## src/rtl/dircc_avalon_st_generator_if.sv

```systemverilog
// Bus bundle for the DiRCC Avalon-ST packet generator.
//   Avalon-ST source: src_data, src_empty, src_startofpacket, src_endofpacket,
//                     src_valid (generator drives), src_ready (sink drives)
//   Avalon-MM slave : ctrl_address, ctrl_read_n, ctrl_write_n, ctrl_writedata
//                     (host drives), ctrl_readdata (generator drives)
// Modports: master = generator side, slave = environment (sink + host) side.
interface dircc_avalon_st_generator_if;
  logic [31:0] src_data;
  logic [1:0]  src_empty;
  logic        src_startofpacket;
  logic        src_endofpacket;
  logic        src_valid;
  logic        src_ready;
  logic [1:0]  ctrl_address;
  logic        ctrl_read_n;
  logic [15:0] ctrl_readdata;
  logic        ctrl_write_n;
  logic [15:0] ctrl_writedata;

  modport master (
    output src_data, src_empty, src_startofpacket, src_endofpacket, src_valid,
    input  src_ready,
    input  ctrl_address, ctrl_read_n, ctrl_write_n, ctrl_writedata,
    output ctrl_readdata
  );

  modport slave (
    input  src_data, src_empty, src_startofpacket, src_endofpacket, src_valid,
    output src_ready,
    output ctrl_address, ctrl_read_n, ctrl_write_n, ctrl_writedata,
    input  ctrl_readdata
  );
endinterface

```

## src/rtl/dircc_avalon_st_generator.sv

```systemverilog
// Avalon-ST packet source with a 16-bit Avalon-MM control slave.
// Emits packets of LEN bytes on a 32-bit, 4-symbol stream; beat k carries
// {SEED, k}. Registers: 0=CTRL (start/stop), 1=LEN, 2=SEED, 3=STATUS.
// Ports:
//   clk_clk     - sole rising-edge clock
//   reset_reset - asynchronous active-high reset
//   bus         - dircc_avalon_st_generator_if.master (stream + control)
// Optional feature: define DIRCC_ST_GEN_REPEAT_EN for repeat mode
// (CTRL bit2, back-to-back packets, SEED +1 per packet).
module dircc_avalon_st_generator #(
  parameter int DEFAULT_LEN = 64,
  parameter int COUNT_W     = 16
) (
  input  logic                               clk_clk,
  input  logic                               reset_reset,
  dircc_avalon_st_generator_if.master        bus
);

  typedef enum logic [0:0] {IDLE = 1'b0, SEND = 1'b1} state_t;

  state_t             state_r, state_s;
  logic [15:0]        len_r, len_s, seed_r, seed_s;
  logic [15:0]        pkt_seed_r, pkt_seed_s, beat_r, beat_s, last_r, last_s;
  logic [1:0]         pkt_empty_r, pkt_empty_s;
  logic [COUNT_W-1:0] count_r, count_s;
  logic               err_r, err_s, stop_r, stop_s;
  logic               valid_r, valid_s, sop_r, sop_s, eop_r, eop_s;
  logic [31:0]        data_r, data_s;
  logic [1:0]         empty_r, empty_s;
  logic               load_s;
  logic [15:0]        load_seed_s;
  logic               wr_s, start_wr_s, stop_wr_s, status_wr_s, rpt_mode_s;
  logic [15:0]        ctrl_rd_s, count_ext_s, rdata_s;

  localparam logic [COUNT_W-1:0] CNT_ONE = {{(COUNT_W-1){1'b0}}, 1'b1};

  // Index of the final beat: ceil(len/4) - 1, valid for len >= 1.
  function automatic logic [15:0] last_idx(input logic [15:0] len);
    return (len - 16'd1) >> 2;
  endfunction

  // Unused byte lanes on the final beat: (4 - len%4) % 4.
  function automatic logic [1:0] tail_empty(input logic [15:0] len);
    return 2'(3'd4 - {1'b0, len[1:0]});
  endfunction

  assign wr_s        = ~bus.ctrl_write_n;
  assign stop_wr_s   = wr_s && (bus.ctrl_address == 2'd0) && bus.ctrl_writedata[1];
  // A write carrying both start and stop is treated as stop only.
  assign start_wr_s  = wr_s && (bus.ctrl_address == 2'd0) && bus.ctrl_writedata[0] && !bus.ctrl_writedata[1];
  assign status_wr_s = wr_s && (bus.ctrl_address == 2'd3);
  assign count_ext_s = 16'(count_r);

`ifdef DIRCC_ST_GEN_REPEAT_EN
  logic rpt_r, rpt_s;
  assign rpt_mode_s = rpt_r;
  assign ctrl_rd_s  = {13'd0, rpt_r, 2'b00};

  // Repeat-mode flag, captured with each start.
  always_ff @(posedge clk_clk or posedge reset_reset) begin
    if (reset_reset) begin
      rpt_r <= 1'b0;
    end else begin
      rpt_r <= rpt_s;
    end
  end
`else
  assign rpt_mode_s = 1'b0;
  assign ctrl_rd_s  = 16'h0000;
`endif

  // Next-state, register-file and stream-output computation.
  always_comb begin
    state_s     = state_r;
    len_s       = len_r;
    seed_s      = seed_r;
    pkt_seed_s  = pkt_seed_r;
    beat_s      = beat_r;
    last_s      = last_r;
    pkt_empty_s = pkt_empty_r;
    count_s     = count_r;
    err_s       = err_r;
    stop_s      = stop_r;
    valid_s     = valid_r;
    sop_s       = sop_r;
    eop_s       = eop_r;
    data_s      = data_r;
    empty_s     = empty_r;
    load_s      = 1'b0;
    load_seed_s = seed_r;
`ifdef DIRCC_ST_GEN_REPEAT_EN
    rpt_s       = rpt_r;
`endif

    case (state_r)
      IDLE: begin
        if (start_wr_s) begin
          if (len_r == 16'd0) begin
            err_s = 1'b1;
          end else begin
            load_s = 1'b1;
`ifdef DIRCC_ST_GEN_REPEAT_EN
            rpt_s  = bus.ctrl_writedata[2];
`endif
          end
        end else begin
          load_s = 1'b0;
        end
      end
      SEND: begin
        if (stop_wr_s) begin
          stop_s = 1'b1;
        end else begin
          stop_s = stop_r;
        end
        if (valid_r && bus.src_ready) begin
          if (eop_r) begin
            count_s = count_r + CNT_ONE;
            if (rpt_mode_s && !stop_r && !stop_wr_s && (len_r != 16'd0)) begin
              // Restart with no idle gap; the next packet uses the next seed.
              load_s      = 1'b1;
              load_seed_s = pkt_seed_r + 16'd1;
              seed_s      = load_seed_s;
            end else begin
              // A repeat restart that finds LEN == 0 is flagged like a bad start.
              err_s   = err_r | (rpt_mode_s & ~stop_r & ~stop_wr_s);
              state_s = IDLE;
              valid_s = 1'b0;
              sop_s   = 1'b0;
              eop_s   = 1'b0;
            end
          end else begin
            beat_s  = beat_r + 16'd1;
            data_s  = {pkt_seed_r, beat_r + 16'd1};
            sop_s   = 1'b0;
            eop_s   = ((beat_r + 16'd1) == last_r);
            empty_s = eop_s ? pkt_empty_r : 2'd0;
          end
        end else begin
          beat_s = beat_r;
        end
      end
      default: begin
        state_s = IDLE;
        valid_s = 1'b0;
      end
    endcase

    // Host register writes land after the hardware seed update so they win.
    if (wr_s) begin
      case (bus.ctrl_address)
        2'd1:    len_s  = bus.ctrl_writedata;
        2'd2:    seed_s = bus.ctrl_writedata;
        default: len_s  = len_s;
      endcase
    end else begin
      len_s = len_s;
    end

    // LEN and SEED are sampled here, so later writes only affect the next packet.
    if (load_s) begin
      state_s     = SEND;
      pkt_seed_s  = load_seed_s;
      beat_s      = 16'd0;
      last_s      = last_idx(len_r);
      pkt_empty_s = tail_empty(len_r);
      stop_s      = 1'b0;
      valid_s     = 1'b1;
      sop_s       = 1'b1;
      eop_s       = (last_idx(len_r) == 16'd0);
      data_s      = {load_seed_s, 16'd0};
      empty_s     = eop_s ? tail_empty(len_r) : 2'd0;
    end else begin
      state_s = state_s;
    end

    // Clearing STATUS overrides a completion in the same cycle.
    if (status_wr_s) begin
      count_s = '0;
      err_s   = 1'b0;
    end else begin
      count_s = count_s;
    end
  end

  // State, register file and registered stream outputs.
  always_ff @(posedge clk_clk or posedge reset_reset) begin
    if (reset_reset) begin
      state_r     <= IDLE;
      len_r       <= 16'(DEFAULT_LEN);
      seed_r      <= 16'd0;
      pkt_seed_r  <= 16'd0;
      beat_r      <= 16'd0;
      last_r      <= 16'd0;
      pkt_empty_r <= 2'd0;
      count_r     <= '0;
      err_r       <= 1'b0;
      stop_r      <= 1'b0;
      valid_r     <= 1'b0;
      sop_r       <= 1'b0;
      eop_r       <= 1'b0;
      data_r      <= 32'd0;
      empty_r     <= 2'd0;
    end else begin
      state_r     <= state_s;
      len_r       <= len_s;
      seed_r      <= seed_s;
      pkt_seed_r  <= pkt_seed_s;
      beat_r      <= beat_s;
      last_r      <= last_s;
      pkt_empty_r <= pkt_empty_s;
      count_r     <= count_s;
      err_r       <= err_s;
      stop_r      <= stop_s;
      valid_r     <= valid_s;
      sop_r       <= sop_s;
      eop_r       <= eop_s;
      data_r      <= data_s;
      empty_r     <= empty_s;
    end
  end

  // Zero-latency register read mux; idles at 0 when no read is strobed.
  always_comb begin
    rdata_s = 16'h0000;
    if (!bus.ctrl_read_n) begin
      case (bus.ctrl_address)
        2'd0:    rdata_s = ctrl_rd_s;
        2'd1:    rdata_s = len_r;
        2'd2:    rdata_s = seed_r;
        2'd3:    rdata_s = {count_ext_s[13:0], err_r, (state_r != IDLE)};
        default: rdata_s = 16'h0000;
      endcase
    end else begin
      rdata_s = 16'h0000;
    end
  end

  assign bus.ctrl_readdata     = rdata_s;
  assign bus.src_valid         = valid_r;
  assign bus.src_startofpacket = sop_r;
  assign bus.src_endofpacket   = eop_r;
  assign bus.src_data          = data_r;
  assign bus.src_empty         = empty_r;

endmodule

```

## src/flat_wrapper.sv

```systemverilog
// flat-port wrapper written by rule: the top's interface ports become plain ports
module dircc_avalon_st_generator_flat 
#(
  parameter int DEFAULT_LEN = 64,
  parameter int COUNT_W     = 16
)
  (clk_clk, reset_reset, bus_src_data, bus_src_empty, bus_src_startofpacket, bus_src_endofpacket, bus_src_valid, bus_src_ready, bus_ctrl_address, bus_ctrl_read_n, bus_ctrl_write_n, bus_ctrl_writedata, bus_ctrl_readdata);
  dircc_avalon_st_generator_if bus_i ();
  input  logic clk_clk;
  input  logic reset_reset;
  output wire logic [$bits(bus_i.src_data)-1:0] bus_src_data;
  output wire logic [$bits(bus_i.src_empty)-1:0] bus_src_empty;
  output wire logic [$bits(bus_i.src_startofpacket)-1:0] bus_src_startofpacket;
  output wire logic [$bits(bus_i.src_endofpacket)-1:0] bus_src_endofpacket;
  output wire logic [$bits(bus_i.src_valid)-1:0] bus_src_valid;
  input wire logic [$bits(bus_i.src_ready)-1:0] bus_src_ready;
  input wire logic [$bits(bus_i.ctrl_address)-1:0] bus_ctrl_address;
  input wire logic [$bits(bus_i.ctrl_read_n)-1:0] bus_ctrl_read_n;
  input wire logic [$bits(bus_i.ctrl_write_n)-1:0] bus_ctrl_write_n;
  input wire logic [$bits(bus_i.ctrl_writedata)-1:0] bus_ctrl_writedata;
  output wire logic [$bits(bus_i.ctrl_readdata)-1:0] bus_ctrl_readdata;
  assign bus_src_data = bus_i.src_data;
  assign bus_src_empty = bus_i.src_empty;
  assign bus_src_startofpacket = bus_i.src_startofpacket;
  assign bus_src_endofpacket = bus_i.src_endofpacket;
  assign bus_src_valid = bus_i.src_valid;
  assign bus_i.src_ready = bus_src_ready;
  assign bus_i.ctrl_address = bus_ctrl_address;
  assign bus_i.ctrl_read_n = bus_ctrl_read_n;
  assign bus_i.ctrl_write_n = bus_ctrl_write_n;
  assign bus_i.ctrl_writedata = bus_ctrl_writedata;
  assign bus_ctrl_readdata = bus_i.ctrl_readdata;
  dircc_avalon_st_generator #(.DEFAULT_LEN(DEFAULT_LEN), .COUNT_W(COUNT_W)) u_core (.clk_clk(clk_clk), .reset_reset(reset_reset), .bus(bus_i));
endmodule
```

## config.mk

```make
export PLATFORM = sky130hd
export DESIGN_NAME = dircc_avalon_st_generator_flat
export DESIGN_NICKNAME = d
export VERILOG_FILES = /design/src/rtl/dircc_avalon_st_generator_if.sv /design/src/rtl/dircc_avalon_st_generator.sv /design/src/flat_wrapper.sv
export SDC_FILE = /design/constraint.sdc
export NUM_CORES = 1
export LEC_CHECK = 0
export BUFFER_PORTS_ARGS = -buffer_cell sky130_fd_sc_hd__buf_4
export CELL_PAD_IN_SITES_DETAIL_PLACEMENT = 0
export CELL_PAD_IN_SITES_GLOBAL_PLACEMENT = 1
export CORE_MARGIN = 2
export CORE_UTILIZATION = 41
export DETAILED_ROUTE_END_ITERATION = 16
export PLACE_DENSITY_LB_ADDON = 0.2
export SYNTH_ARGS = -nofsm -noshare
export SYNTH_HDL_FRONTEND = slang
export SYNTH_SLANG_ARGS = --single-unit
```

## constraint.sdc

```tcl
create_clock -name clk_clk -period 3.6 [get_ports clk_clk]
set_clock_uncertainty 0.1 [all_clocks]
set_input_delay 0.54 -clock clk_clk [delete_from_list [all_inputs] [get_ports clk_clk]]
set_output_delay 0.54 -clock clk_clk [all_outputs]
set_load 0.03 [all_outputs]
```

==> reports/metrics.yaml, run 1 <==
pwr:
  power_frac_seq_pct: 39.6
  power_density_nw_per_um2: 673.7
  intPower_w: 0.003231
  switching_share_pct: 35.57
  p_total_w: 0.005015
  clock_power_share_pct: 32.4
  p_sw_w: 0.001784
  combPwrFrac_pct: 28.0
  leakage_nw: 3.252
  ir_worst_vdd_mv: 0.5033
layout:
  syn2layout_area_growth_pct: 19.07
  stdcell_count: 889
  drive_above_1_share_pct: 28.25
  antenna_cells: 0
  nets: 714
logic_synthesis:
  syn_area_per_cell_um2: 9.972
  synth_seq_area_share_pct: 46.85
  synth_edf_count: 0
  synthArstFlopShare_pct: 100.0
  synthFlopType: "dfrtp_1"
  syn-num-nets: 653
  ys_seq_elements: 117
  synthCells: 627
  yosys_warnings: 0
  syn_area_um2: 6252
  synthDistinctLibCells: 65
worst_setup_path:
  r2r_end: "u_core.bus.src_data[2]"
  r2r_cells: 9
  worstPathArrival_ns: 3.22
  rrSetupSlack_ns: 0.63
  reg2reg_from: "u_core.len_r[0]"
  required_ns: 3.84
  start_kind: "flip-flop"
  crit_type: "flip-flop to flip-flop"
  critPathCaptureType: "flip-flop"
  cp_max_fo: 19
global_route:
  grt_overflow: 0
  grt_max_degree: 118
  grt_pass1_wl_mm: 25.67
  antenna_found_initial: 0
  grt_pass1_vias: 4862
  grt_use_total_pct: 20.46
clocking:
  worstSkewPairLatency_ns: 0.42
  tritoncts: "built"
  cts_max_level: 4
  clk_pin_slew_worst_paths_ns: 0.06
  clock_path_buffers: 2
  cts_root_buffer: "clkbuf_16"
  cts_made_buffers: 17
  cts_setup_buffers: 0
  cts_resized: 0
  hold_buffers: 0
  clock_sinks: 117
place:
  io_buffers: 75
  gp_congestion: 0.8191
  dp.cells: 857
  hpwl_mm: 11.29
run:
  drv_cap: 0
detailed_routing:
  wl_met3_um: 466
  dr_wl_met2_mm: 8.000
  drt_iter0_drc: 243
  via_count: 4839
  via_per_inst: 5.443
  detail_route.wl_per_cell_um: 17.99
  m1WireLength_mm: 7.143
  routed_wirelength_mm: 16.00
  antenna_left: 0
  drc: 0
  routed.top_layer: "met4"
  dr.pass1.iters: 5
die:
  die_area_um2: 16250
  die_w_um: 127.5
  initial_core_util_pct: 41.59
  pin_count: 76
  die_h_um: 127.5
  rows: 45
  core_area_um2: 15030
sta:
  hold_viol: 0
  setup_tns_ns: 0
  period_minus_slack_ns: 2.974
  worst-slew-pin-transition_ns: 0.6373
  hold-worst-slack_ns: 0.2021
  slew_headroom_pct: 57.51
  finalCritPeriodShare_pct: 82.61
  setup_viol: 0
  fmax_mhz: 336.2
  drv_slew: 0
  rsz0062_at_grt: "no"
worst_hold_path:
  hp-class: "primary input to asynchronous set/reset pin"
status:
  status: "finished clean"
-- flip-flops by register name, indices dropped and copies added (netlist names) --
signal                        cells
u_core.bus.src_data              32
u_core.len_r                     16
u_core.pkt_seed_r                16
u_core.seed_r                    16
u_core.count_ext_s               14
u_core.last_r                    14
u_core.bus.src_empty              2
u_core.pkt_empty_r                2
u_core.bus.src_endofpacket        1
u_core.bus.src_startofpacket      1
u_core.bus.src_valid              1
u_core.err_r                      1
u_core.state_r                    1
-- area by class of cell --
cell class | instances | area [um^2]
Fill cell | 1432 | 7589
Multi-Input combinational cell | 458 | 3017
Sequential cell | 117 | 2929
Timing Repair Buffer | 87 | 665.6
Clock buffer | 19 | 442.9
Tap cell | 188 | 235.2
Clock inverter | 13 | 125.1
Inverter | 7 | 30.03
-- synth_stat cells, drive strengths merged, types with 3 or more instances --
cell type	n	area (um^2)
nand3	15	80.08
and4	3	26.28
nand3b	3	22.52
buf	25	161.4
dfrtp	116	2903
nand2b	3	18.77
nor3	14	75.07
a22oi	16	120.1
nor3b	4	40.03
xnor2	22	192.7
and3	10	62.56
mux2	64	720.7
nand2	42	160.2
a21oi	23	115.1
nor2	110	415.4
clkbuf	20	131.4
o21ai	29	145.1
inv	7	26.28
xor2	23	201.4
ha	3	37.54
a21boi	4	30.02
nor4	8	56.30
or3	10	72.57
or4	3	26.27
nand4	11	68.82
nor4b	4	50.05
o31ai	7	52.55
a211oi	6	50.05
-- how the worst max path moves through the flow --
stage	from	to	slack [ns]	cells after the start
global placement	u_core.len_r[0]	u_core.bus.src_data[2]	0.67	9
CTS	u_core.len_r[0]	u_core.bus.src_data[2]	0.58	9
detailed placement	u_core.len_r[0]	u_core.bus.src_data[25]	0.62	9
finish	u_core.len_r[0]	u_core.bus.src_data[2]	0.63	9
global route	u_core.len_r[0]	u_core.bus.src_data[27]	0.27	9
floorplan	bus_ctrl_address[0]	bus_ctrl_readdata[10]	1.05	6
-- power groups by stage --
stage	logic [W]	clock network, W	registers, W
after floorplan	0.000875	0	0.00208
after global placement	0.00140	0	0.00200
after detailed placement	0.00142	0	0.00201
after CTS	0.00142	0.00165	0.00199
after global routing	0.00154	0.00171	0.00203
final	0.00141	0.00162	0.00199
-- cell families (layout without fill, tap and decap cells) --
family          after synthesis  in the layout  synth area share [%]
compound gates               98             98                 9.806
xor+xnor                     45             45                 6.304
fa+ha+maj                     3              3                0.6004
buf+inv                      52            126                 5.103
flops                       117            117                 46.85
mux                          64             64                 11.53
simple gates                248            248                 19.81
-- placed cells by master (no fill, tap or decap), types with 4 or more instances in the layout --
cell type	instances
dfrtp_1	116
nor2_1	109
buf_4	86
mux2_2	62
nand2_1	41
o21ai_0	24
xor2_1	23
a21oi_1	23
xnor2_1	22
clkbuf_16	17
a22oi_1	16
nand3_1	14
nor3_1	13
nand4_1	11
and3_1	10
or3_1	8
nor4_1	7
o31ai_1	7
inv_1	6
clkinvlp_4	6
o21ai_1	5
a211oi_1	5
inv_6	4
-- metal layers --
layer | vias to the layer above | global-route usage [%]
li1 | 2334 | -
met2 | 97 | 34.66
met4 | 0 | 8.339
met5 | - | 0
met1 | 2385 | 25.90
met3 | 23 | 3.727
-- through the flow --
stage / utilization [%] / setup WS, ns / instance area (um^2)
after floorplan: - / 1.052 / 6256
after global placement: 45.74 / 0.6719 / 6877
after detailed placement: 45.74 / 0.6206 / 6877
after CTS: 49.52 / 0.5840 / 7445
after global routing: 49.52 / 0.2747 / 7445
final: 49.52 / 0.6260 / 7445
-- worst max-delay path, cell delays in order (launching register included) --
cell and delay (ns):
dfrtp_1 0.48, inv_1 0.11, ha_1 0.42, nor4b_1 0.46
and4b_4 0.34, a211oi_4 0.11, nor2_2 0.35, buf_4 0.32
o21ai_0 0.12, o21ai_0 0.09
Power figures use the tool's default switching activity.
==> inputs of run 2 (changes only) <==
==> constraint.sdc (replaced) <==
create_clock -name clk_clk -period 2.4 [get_ports clk_clk]
set_clock_uncertainty 0.1 [all_clocks]
set_input_delay 0.36 -clock clk_clk [delete_from_list [all_inputs] [get_ports clk_clk]]
set_output_delay 0.36 -clock clk_clk [all_outputs]
set_load 0.03 [all_outputs]
==> reports/metrics.yaml, run 2 (synthesis results as in run 1) <==
worst_setup_path:
  crit_type: "flip-flop to flip-flop"
  r2r_cells: 8
  start_kind: "flip-flop"
  rrSetupSlack_ns: -0.002
  r2r_end: "u_core.bus.src_empty[0]"
  critPathCaptureType: "flip-flop"
  required_ns: 2.61
  crit_end: "u_core.bus.src_empty[0]"
  worstPathArrival_ns: 2.61
  reg2reg_from: "u_core.len_r[5]"
  setup.worst_path.start: "u_core.len_r[5]"
  cp_max_fo: 10
layout:
  layout_commonest_cell: "buf_4"
  antenna_cells: 0
  stdcell_count: 948
  nets: 773
  syn2layout_area_growth_pct: 28.56
  largest_reg_flops: 32
  final_cell_mix: "buf_4 (135), dfrtp_1 (115), nor2_1 (108), mux2_2 (62), nand2_1 (41)"
  drive_above_1_share_pct: 34.61
  final_area_um2: 8038
global_route:
  grt_use_total_pct: 21.30
  grt_overflow: 0
  grt_pass1_wl_mm: 26.78
  antenna_found_initial: 0
  grt_pass1_vias: 5166
  grt_max_degree: 59
status:
  violations: "setup timing"
  status: "finished with violations"
pwr:
  ir_worst_vdd_mv: 0.5620
  power_density_nw_per_um2: 980.0
  leakage_nw: 3.588
clocking:
  clock_path_buffers: 2
  cts_root_buffer: "clkbuf_16"
  worstSkewPairLatency_ns: 0.42
  cts_max_level: 4
  tritoncts: "built"
  clock_sinks: 117
  cts_made_buffers: 17
  clk_pin_slew_worst_paths_ns: 0.05
place:
  post-place-ws_ns: -0.3768
  hpwl_mm: 12.20
  dp.cells: 909
  gp_congestion: 0.8423
  placed_cell_area_um2: 7306
  io_buffers: 75
sta:
  slew_headroom_pct: 64.06
  period_minus_slack_ns: 2.402
  rsz0062_at_grt: "yes"
  worst-slew-pin-transition_ns: 0.5391
  setup_tns_ns: -0.002395
  setup_ws_ns: -0.002395
  finalCritPeriodShare_pct: 100.1
  drv_slew: 0
  hold_viol: 0
  setup_viol: 1
  fmax_mhz: 416.3
worst_hold_path:
  hp-class: "primary input to flip-flop"
run:
  drv_cap: 0
detailed_routing:
  routed_wirelength_mm: 16.29
  dr.pass1.iters: 4
  routed.top_layer: "met4"
  detail_route.wl_per_cell_um: 17.19
  via_count: 5069
  drt_iter0_drc: 281
  dr_wl_met2_mm: 8.180
  m1WireLength_mm: 7.071
  wl_met3_um: 666
  via_per_inst: 5.347
  antenna_left: 0
  drc: 0
die:
  core_area_um2: 15030
  die_area_um2: 16250
  initial_core_util_pct: 41.59
  die_w_um: 127.5
  rows: 45
  pin_count: 76
  die_h_um: 127.5
==> run 2: changes by cell type in the layout (fill, tap and decap cells not counted), moves of 2 or more <==
cell,previous run,this run
inv_6,4,1
clkbuf_8,1,3
buf_12,1,5
a21boi_1,2,0
buf_4,86,135
a21boi_2,0,2
buf_6,0,4
==> run 2: worst min-delay path by stage <==
stage	from	endpoint	slack [ns]	cells after the start
final	bus_ctrl_writedata[8]	u_core.seed_r[8]	0.08	2
after global routing	bus_ctrl_writedata[8]	u_core.seed_r[8]	0.07	2
after CTS	bus_ctrl_writedata[8]	u_core.seed_r[8]	0.07	2
after detailed placement	reset_reset	u_core.bus.src_data[14]	0.23	2
after global placement	reset_reset	u_core.bus.src_data[14]	0.22	2
after floorplan	u_core.err_r	u_core.err_r	0.36	2
==> run 2: layout make-up <==
class / instances / area [um^2]
clock inverter: 11 / 125.1
multi-input combinational: 458 / 3063
timing repair buffer: 146 / 1184
clock buffer: 21 / 470.5
sequential: 117 / 2930
fill: 1378 / 6995
tap: 188 / 235.2
inverter: 7 / 30.03
==> run 2: stage by stage <==
step | utilization [%] | power, W | hold WS [ns]
after floorplan | - | 0.004427 | 0.3571
after global placement | 48.60 | 0.005313 | 0.2242
after detailed placement | 48.60 | 0.005364 | 0.2263
after CTS | 52.85 | 0.007918 | 0.07165
after global routing | 53.47 | 0.008331 | 0.06830
final | 53.47 | 0.007877 | 0.08344
==> run 2: metal layers <==
layer / GRT usage (%) / vias up
li1: - / 2439
met1: 26.89 / 2486
met2: 35.36 / 114
met3: 5.360 / 30
met4: 8.080 / 0
met5: 0 / -
==> run 2: critical path, cell delays in order (launching register included) <==
cell and delay (ns):
dfrtp_1 0.40, nor4_2 0.53, and4b_4 0.35, a211oi_4 0.07, buf_12 0.16, buf_4 0.17, or3_1 0.34, o21ai_1 0.10
nor3b_2 0.06
==> run 2: power by group <==
part,leakage (nW),switching [W],internal (W)
clock,0.278,0.000910,0.00161
combinational,1.84,0.00140,0.00114
sequential,1.47,0.000352,0.00247
total,3.59,0.00267,0.00521
==> run 2: what timing repair did <==
| item | 4_1_cts | 5_1_grt |
|---|---|---|
| hold buffers | 1 | 0 |
| hold endpoints to repair | 8 | 0 |
| pin swaps | 2 | 8 |
| gates cloned | 0 | 0 |
| resized for setup | 1 | 15 |
| endpoints found under the setup margin | 66 | 8 |
| buffers inserted | 2 | 4 |
